## src/rtl/muldiv_ctrl.sv

```systemverilog
// rtl/muldiv_ctrl.sv - iterative RV32M multiply/divide sequencer beside the EX-stage ALU
module muldiv_ctrl #(
  parameter int XLEN = 32
) (
  input  logic            i_clk,
  input  logic            i_reset,
  input  logic            muldiv_start_E,
  input  logic [2:0]      funct3_E,
  input  logic [XLEN-1:0] op_a_E,
  input  logic [XLEN-1:0] op_b_E,
  input  logic            Flush,
  output logic            muldiv_stall,
  output logic            muldiv_done,
  output logic [XLEN-1:0] muldiv_result,
  output logic            muldiv_busy
);

  localparam int CW = $clog2(XLEN);
  localparam logic [CW-1:0] CNT_LAST = CW'(XLEN - 1);
  localparam logic [XLEN-1:0] INT_MIN = {1'b1, {(XLEN-1){1'b0}}};

  typedef enum logic [1:0] {S_IDLE, S_BUSY, S_DONE} state_t;

  state_t              state_q, state_d;
  logic [CW-1:0]       cnt_q;
  logic [2:0]          f3_q;
  logic [XLEN-1:0]     opnd_q;     // multiplicand or divisor magnitude
  logic [2*XLEN-1:0]   acc_q;      // {hi, lo}: product, or {remainder, dividend/quotient}
  logic                neg_q;      // negate selected result at DONE

  logic                is_div, a_signed, b_signed, a_neg, b_neg;
  logic [XLEN-1:0]     a_mag, b_mag;
  logic                div_by_zero, div_ovf, special, start_ok;
  logic [2*XLEN-1:0]   special_acc;
  logic [XLEN:0]       mul_sum, div_shift, div_diff;
  logic [2*XLEN-1:0]   mul_next, div_next, mul_full;
  logic [XLEN-1:0]     mul_sel, div_raw, div_sel, final_res;

  // Operand decode: signedness, magnitudes and divide fast-path detection
  always_comb begin
    is_div      = funct3_E[2];
    a_signed    = is_div ? !funct3_E[0] : (funct3_E[1:0] != 2'b11);
    b_signed    = is_div ? !funct3_E[0] : !funct3_E[1];
    a_neg       = a_signed & op_a_E[XLEN-1];
    b_neg       = b_signed & op_b_E[XLEN-1];
    a_mag       = a_neg ? -op_a_E : op_a_E;
    b_mag       = b_neg ? -op_b_E : op_b_E;
    div_by_zero = (op_b_E == '0);
    div_ovf     = !funct3_E[0] && (op_a_E == INT_MIN) && (op_b_E == '1);
    special     = is_div & (div_by_zero | div_ovf);
    // Fast-path results are placed where the normal result select will find them
    if (div_by_zero)
      special_acc = funct3_E[1] ? {op_a_E, {XLEN{1'b0}}} : {{XLEN{1'b0}}, {XLEN{1'b1}}};
    else
      special_acc = funct3_E[1] ? {2*XLEN{1'b0}} : {{XLEN{1'b0}}, op_a_E};
    start_ok    = (state_q == S_IDLE) && muldiv_start_E && !Flush;
  end

  // One shift-add multiply step and one restoring-divide step
  always_comb begin
    mul_sum   = {1'b0, acc_q[2*XLEN-1:XLEN]} + (acc_q[0] ? {1'b0, opnd_q} : {(XLEN+1){1'b0}});
    mul_next  = {mul_sum, acc_q[XLEN-1:1]};
    div_shift = acc_q[2*XLEN-1:XLEN-1];
    div_diff  = div_shift - {1'b0, opnd_q};
    if (div_diff[XLEN])
      div_next = {div_shift[XLEN-1:0], acc_q[XLEN-2:0], 1'b0};
    else
      div_next = {div_diff[XLEN-1:0], acc_q[XLEN-2:0], 1'b1};
  end

  // Sign fix-up and field select of the finished result
  always_comb begin
    mul_full  = neg_q ? -acc_q : acc_q;
    mul_sel   = (f3_q[1:0] == 2'b00) ? mul_full[XLEN-1:0] : mul_full[2*XLEN-1:XLEN];
    div_raw   = f3_q[1] ? acc_q[2*XLEN-1:XLEN] : acc_q[XLEN-1:0];
    div_sel   = neg_q ? -div_raw : div_raw;
    final_res = f3_q[2] ? div_sel : mul_sel;
  end

  // State register
  always_ff @(posedge i_clk or negedge i_reset) begin
    if (!i_reset) state_q <= S_IDLE;
    else          state_q <= state_d;
  end

  // Next state and outputs; Flush overrides everything, start is ignored outside IDLE
  always_comb begin
    state_d       = state_q;
    muldiv_stall  = 1'b0;
    muldiv_done   = 1'b0;
    muldiv_result = '0;
    muldiv_busy   = (state_q != S_IDLE);
    if (Flush) begin
      state_d = S_IDLE;
    end else begin
      case (state_q)
        S_IDLE: if (muldiv_start_E) state_d = special ? S_DONE : S_BUSY;
        S_BUSY: if (cnt_q == CNT_LAST) state_d = S_DONE;
        S_DONE: state_d = S_IDLE;
        default: state_d = S_IDLE;
      endcase
    end
    muldiv_stall = i_reset & (start_ok | (state_q == S_BUSY));
    if (state_q == S_DONE && !Flush) begin
      muldiv_done   = 1'b1;
      muldiv_result = final_res;
    end
  end

  // Operand latch, iteration datapath and step counter
  always_ff @(posedge i_clk or negedge i_reset) begin
    if (!i_reset) begin
      cnt_q  <= '0;
      f3_q   <= '0;
      opnd_q <= '0;
      acc_q  <= '0;
      neg_q  <= 1'b0;
    end else if (start_ok) begin
      cnt_q <= '0;
      f3_q  <= funct3_E;
      if (special) begin
        opnd_q <= '0;
        acc_q  <= special_acc;
        neg_q  <= 1'b0;
      end else if (is_div) begin
        opnd_q <= b_mag;
        acc_q  <= {{XLEN{1'b0}}, a_mag};
        neg_q  <= funct3_E[1] ? a_neg : (a_neg ^ b_neg);
      end else begin
        opnd_q <= a_mag;
        acc_q  <= {{XLEN{1'b0}}, b_mag};
        neg_q  <= a_neg ^ b_neg;
      end
    end else if (state_q == S_BUSY && !Flush) begin
      acc_q <= f3_q[2] ? div_next : mul_next;
      cnt_q <= cnt_q + 1'b1;
    end else begin
      cnt_q <= '0;
    end
  end

endmodule

```

## config.mk

```make
export PLATFORM = sky130hd
export DESIGN_NAME = muldiv_ctrl
export DESIGN_NICKNAME = d
export VERILOG_FILES = /design/src/rtl/muldiv_ctrl.sv
export SDC_FILE = /design/constraint.sdc
export NUM_CORES = 1
export LEC_CHECK = 0
export ABC_AREA = 1
export CORE_MARGIN = 2
export CORE_UTILIZATION = 38
export CTS_CLUSTER_SIZE = 12
export DETAILED_ROUTE_END_ITERATION = 8
export PLACE_DENSITY_LB_ADDON = 0.12
export SETUP_SLACK_MARGIN = 0.1
export SYNTH_ARGS = -nofsm -noshare
export SYNTH_HDL_FRONTEND = slang
export SYNTH_SLANG_ARGS = --single-unit
```

## constraint.sdc

```tcl
create_clock -name i_clk -period 3.2 [get_ports i_clk]
set_clock_uncertainty 0.1 [all_clocks]
set_input_delay 0.64 -clock i_clk [delete_from_list [all_inputs] [get_ports i_clk]]
set_output_delay 0.64 -clock i_clk [all_outputs]
set_load 0.1 [all_outputs]
```

==> results of run 1 <==
-- layout by cell type (no fill, tap or decap), drive strengths merged, types with 2 or more instances in the layout --
cell,count
buf,572
nor2,342
o221ai,7
nand3b,17
o211ai,25
a21boi,24
fa,2
and2,2
ha,71
nand2,970
inv,447
a22oi,7
xor2,67
nand3,275
o21a,4
o31ai,4
dfrtp,107
nor3,64
o21bai,6
clkinv,6
or2,7
o22ai,4
clkbuf,11
a211oi,2
a21oi,191
a221oi,29
and3,3
nor3b,3
a31oi,10
nor4,15
a21o,4
o21ai,259
clkdlybuf4s50,69
xnor2,8
nand4,73
-- power by group through the flow --
| stage | sequential (mW) | combinational (mW) | clock [mW] |
|---|---|---|---|
| floorplan | 2.38 | 10.1 | 0 |
| global route | 2.79 | 23.2 | 1.35 |
| CTS | 2.71 | 19.3 | 1.32 |
| detailed placement | 2.72 | 18.3 | 0 |
| global placement | 2.71 | 18.2 | 0 |
| finish | 2.78 | 22.0 | 1.30 |
-- cell type report --
cell class                      instances  share of cell area, %
Inverter                              447                   6.65
Timing Repair Buffer                  643                   23.0
Clock inverter                          7                  0.386
Multi-Input combinational cell       2502                   55.6
Clock buffer                            9                  0.879
Tap cell                              600                   2.93
Sequential cell                       107                   10.6
-- final timing paths --
kind	endpoint	startpoint	cells past startpoint	slack (ns)
worst max-delay path	muldiv_result[19]	f3_q[1]$_DFFE_PN0P_	15	-0.49
worst min-delay path	acc_q[59]$_DFFE_PN0P_	i_reset	2	0.30
worst max register to register	acc_q[0]$_DFFE_PN0P_	opnd_q[23]$_DFFE_PN0P_	17	0.12
worst min register to register	cnt_q[0]$_DFF_PN0_	cnt_q[0]$_DFF_PN0_	1	0.38
max in group asynchronous	f3_q[1]$_DFFE_PN0P_	i_reset	2	2.04
min in group i_clk	cnt_q[0]$_DFF_PN0_	cnt_q[0]$_DFF_PN0_	1	0.38
-- per-stage QoR --
step	total power, mW	util, %	cell area [um2]	hold WS (ns)
after floorplan	12.5	-	17700	0.244
after global placement	20.9	50.8	23000	0.349
after detailed placement	21.0	50.8	23000	0.373
after CTS	23.4	53.6	24300	0.354
after global routing	27.4	56.6	25600	0.350
final	26.1	56.6	25600	0.301
-- critical path, stage by stage (launching register included) --
cell	delay (ns)
dfrtp_2	0.45
buf_12	0.15
buf_16	0.15
o21ai_4	0.20
buf_6	0.14
nand3_4	0.08
nor3_4	0.24
nand2_2	0.17
nor2_4	0.15
nand4_1	0.17
nand2_1	0.10
nand2_1	0.06
nand3_1	0.06
nand2_1	0.11
nor2_4	0.13
buf_12	0.18
-- flip-flops by register name, indices dropped and copies added, names as in the netlist --
signal / flops
state_q: 2
opnd_q: 32
acc_q: 64
f3_q: 3
neg_q: 1
cnt_q: 5
-- logic make-up (layout without fill, tap and decap cells) --
logic type / after synthesis / count (layout)
buffers and inverters: 554 / 1106
flip-flops: 107 / 107
adder cells (fa/ha/maj): 73 / 73
AO/OA/AOI/OAI: 580 / 580
AND/OR/NAND/NOR: 1773 / 1773
XOR/XNOR: 75 / 75
multiplexers: 1 / 1
-- routing by layer --
metal / share of wire (%) / up-vias
met4: 7.2 / 2
met2: 42 / 1732
li1: - / 11500
met1: 39 / 12000
met5: 0.011 / -
met3: 12 / 399
-- timing repair --
action,in CTS,in global routing
pin swaps,40,77
cloned,5,1
gates resized for setup,162,269
endpoints found under the setup margin,48,89
buffers inserted,35,46
==> impl_metrics.ini, run 1 <==
[die]
design.die.area_mm2 = 0.0475
die_w_um = 218
num_rows = 78
start_util_pct = 38.4
die_h_um = 218
fp.coreArea_mm2 = 0.0453
io_pins = 106

[synth]
synth_cell_types = 58
synth_edf_count = 0
synthAdderAreaFrac_pct = 5.34
yosysTopAreaCell = nand2_1
synth_top_area_share_pct = 20.7
synth-compound-area-share_pct = 19.1
netlist_area_mm2 = 0.0174
yosys_warnings = 0
syn-num-nets = 3307
synth_xor_xnor_area_share_pct = 3.77
ys_top_cells_by_count = 960 x nand2_1, 429 x inv_1, 325 x nor2_1
muxShareOfSynthArea_pct = 0.0575
async_flop_share_pct = 100
synth-simple-area-share_pct = 43.8
avgSynthCellArea_um2 = 5.50
yosys-top-cells-area = nand2_1 21%, dfrtp_1 15%, inv_1 9.3%
synth.most_common_cell = nand2_1
synth_top_family_by_area = simple AND/OR/NAND/NOR gates
ys.flop_type = dfrtp_1
synthesis.instances = 3163
synth.ff_latch_count = 107
yosysSeqAreaShare_pct = 15.4

[global_routing]
grt_max_degree = 108
grt_pass1_wl_um = 151000
grt_pass1_vias = 23700
grt_util_met1_pct = 56.4
antenna_found_initial = 3
grt_overflow = 0
gr-usage-met3_pct = 9.36
grt_usage_pct = 43.2
met2_usage_pct = 65.5
busiest_layer = met2

[timing]
rsz0062_at_grt = yes
fin_crit_sh_pct = 115
setup-violations-final = 32
final.setup.tns_ns = -11.58
clock.fmax_ghz = 0.271
period_needed_ns = 3.69
finalMaxSlewViolations = 0
finalHoldViolations = 0
max_slew_margin_pct = 42.9
worst_pin_slew_ns = 0.857
worst_slack_ns = -0.489

[clock_tree]
clock_latency_ns = 0.41
clock-root-buffer = clkbuf_16
hold_buffers = 0
htreeDepth = 3
clockBufferDepth = 2
cts_buffers = 9
cts_tree = done
clkTransAtPathRegs_ns = 0.10
clock-sinks = 107

[detailed_routing]
vias = 25600
firstDrtPassIters = 8
wl_um = 106000
drt-initial-drc-count = 3620
drc_errors = 0
vias_per_cell = 5.92
avgRoutedWirePerCell_um = 24.7
drtAntennaViolNets = 0

[place]
port_buffers = 105
dp.cells = 4213
hpwl_um = 85100
gp_routability_congestion = 1.08
detailedPlace.worstSlack_ns = -0.388

[power]
combinationalPowerShare_pct = 84.4
irDropWorstVdd_uv = 529
p_leak_nw = 12.5
clockPowerShare_pct = 5.0
intPower_mw = 10.8
p_seq_share_pct = 10.7
switchingPower_mw = 15.3
p_sw_share_pct = 58.6
power_density_mw_per_mm2 = 1020

[outcome]
violations = negative setup slack
status = complete, but fails checks

[layout]
antenna_cells = 0
drive_above_1_share_pct = 26.7
stdcell_count = 4315
multi_input_area_mm2 = 0.0142
nets = 3854
area_growth_pct = 47.2
regArea_mm2 = 0.00270
fill_cells = 4491

[job]
drv_cap = 0

[setup_path]
cp_max_fo = 8
critPathArrivalTime_ns = 2.95
endpoint_kind = primary output
worstSetupPathType = reg -> out
worst_ep_required_time_ns = 2.46
start_kind = flop

[min_path]
hold_class = in -> async
Note: power is estimated with default switching activity, not from simulation.
==> run 2, diff against run 1 <==
- CORE_UTILIZATION: 38 -> 35
- CTS_CLUSTER_DIAMETER: not set -> 40
==> impl_metrics.ini, run 2 (synthesized netlist as in run 1, its figures left out) <==
[outcome]
status = complete, but fails checks
violations = negative setup slack

[layout]
final_common_cell = nand2_1
area_growth_pct = 42.6
final_cell_mix = 919 x nand2_1, 440 x buf_4, 402 x inv_1
fill_cells = 5296
multi_input_area_mm2 = 0.0139
antenna_cells = 0
regArea_mm2 = 0.00270
stdcell_count = 4321
regMostFlops = acc_q
nets = 3796
largest_register_ffs = 64
fin_util_pct = 50.6
drive_above_1_share_pct = 23.5
largestRegisters = acc_q (64), opnd_q (32), cnt_q (5)

[timing]
worst_pin_slew_ns = 0.786
fin_crit_sh_pct = 115
clock.fmax_ghz = 0.273
finalMaxSlewViolations = 0
rsz0062_at_grt = yes
setup-violations-final = 32
max_slew_margin_pct = 47.6
worst_slack_ns = -0.468
period_needed_ns = 3.67
finalHoldViolations = 0

[global_routing]
grt_overflow = 0
grt_pass1_vias = 22600
grt_max_degree = 108
antenna_found_initial = 1
grt_pass1_wl_um = 140000
grt_usage_pct = 36.9

[setup_path]
regToRegEndpoint = acc_q[52]$_DFFE_PN0P_
r2r_start = opnd_q[31]$_DFFE_PN0P_
worstSetupPathType = reg -> out
ff2ff_setup_slack_ns = 0.21
crit_path_start = f3_q[1]$_DFFE_PN0P_
start_kind = flop
critPathArrivalTime_ns = 2.93
cp_max_fo = 6
worst_ep_required_time_ns = 2.46
endpoint_kind = primary output
reg2regPathDepth = 18

[place]
port_buffers = 105
gp_routability_congestion = 1.07
hpwl_um = 79800
dp.cells = 4263
detailedPlace.worstSlack_ns = -0.408

[clock_tree]
clkTransAtPathRegs_ns = 0.10
cts_buffers = 9
clock-sinks = 107
clock-root-buffer = clkbuf_16
clock_latency_ns = 0.41
htreeDepth = 3
cts_tree = done
hold_buffers = 0
clockBufferDepth = 2

[detailed_routing]
wl_um = 97100
avgRoutedWirePerCell_um = 22.5
firstDrtPassIters = 7
drtAntennaViolNets = 0
drc_errors = 0
vias = 24000
vias_per_cell = 5.56
drt-initial-drc-count = 2699

[die]
design.die.area_mm2 = 0.0515
num_rows = 81
die_h_um = 227
io_pins = 106
start_util_pct = 35.5
die_w_um = 227
fp.coreArea_mm2 = 0.0491

[power]
irDropWorstVdd_uv = 437
power_density_mw_per_mm2 = 957
clockPowerShare_pct = 5.4
switchingPower_mw = 14.0
p_sw_share_pct = 58.9
intPower_mw = 9.77
p_leak_nw = 12.2
p_seq_share_pct = 11.8
combinationalPowerShare_pct = 82.7

[job]
drv_cap = 0

[min_path]
hold_class = in -> async
[run 2: changes by cell type in the layout (fill, tap and decap cells not counted), sizes merged]
cell | before | now
buf | 572 | 511
clkinv | 6 | 10
inv | 447 | 443
clkbuf | 11 | 14
dlymetal6s2s | 0 | 2
clkdlybuf4s50 | 69 | 67
[run 2: power groups by stage]
stage	Clock, mW	Combinational [mW]	Sequential [mW]
2_1_floorplan	0	10.1	2.38
3_3_place_gp	0	17.2	2.73
3_5_place_dp	0	17.3	2.74
4_1_cts	1.30	18.1	2.74
5_1_grt	1.34	21.2	2.85
6_report	1.29	19.6	2.81
[run 2: timing repair]
item                                    4_1_cts  5_1_grt
resized for setup                           140      179
endpoints found under the setup margin       68       82
setup buffers                                18       18
pin swaps                                    34       37
gates cloned                                  0        6
[run 2: how the worst max path moves through the flow]
stage                                        end  slack, ns  depth (start not counted)
final                          muldiv_result[17]      -0.47                         13
after CTS                      muldiv_result[27]      -0.37                         17
after detailed placement  opnd_q[28]$_DFFE_PN0P_      -0.41                         11
after global routing           muldiv_result[21]      -0.56                         15
after global placement    opnd_q[25]$_DFFE_PN0P_      -0.43                         10
after floorplan                 muldiv_result[4]      -0.09                         12
[run 2: cell type report]
type                       count  share of cell area, %
timing repair buffer         585                   21.8
tap                          664                   3.35
sequential                   107                   10.9
clock inverter                 7                  0.434
multi-input combinational   2502                   55.8
clock buffer                   9                  0.907
inverter                     447                   6.81
[run 2: worst max-delay path, cell delays in order, from the launching register on]
cell and delay (ns):
dfrtp_2 0.55, buf_6 0.20, nand2_4 0.06, o21ai_4 0.07, buf_6 0.13, nand3_4 0.08, nor3_4 0.29, nand2_2 0.17
nor3_4 0.28, o21ai_0 0.11, nand3_1 0.08, nand2_1 0.10, a21oi_4 0.18, buf_12 0.20
[run 2: metal layers]
metal | global-route usage, % | up-vias | share of wire [%]
met5 | 0 | - | 0
met4 | 21.0 | 0 | 6.6
met3 | 6.76 | 226 | 9.5
met2 | 55.8 | 1284 | 42
met1 | 49.4 | 11200 | 42
li1 | - | 11400 | -
[run 2: metrics by stage]
step	setup TNS, ns	power (mW)	hold WS, ns	area, um2
detailed placement	-8.49	20.0	0.358	23000
floorplan	-0.0937	12.5	0.244	17700
global placement	-7.42	19.9	0.348	23000
finish	-9.65	23.8	0.165	24800
CTS	-7.60	22.2	0.222	23900
global route	-13.58	25.4	0.229	24800
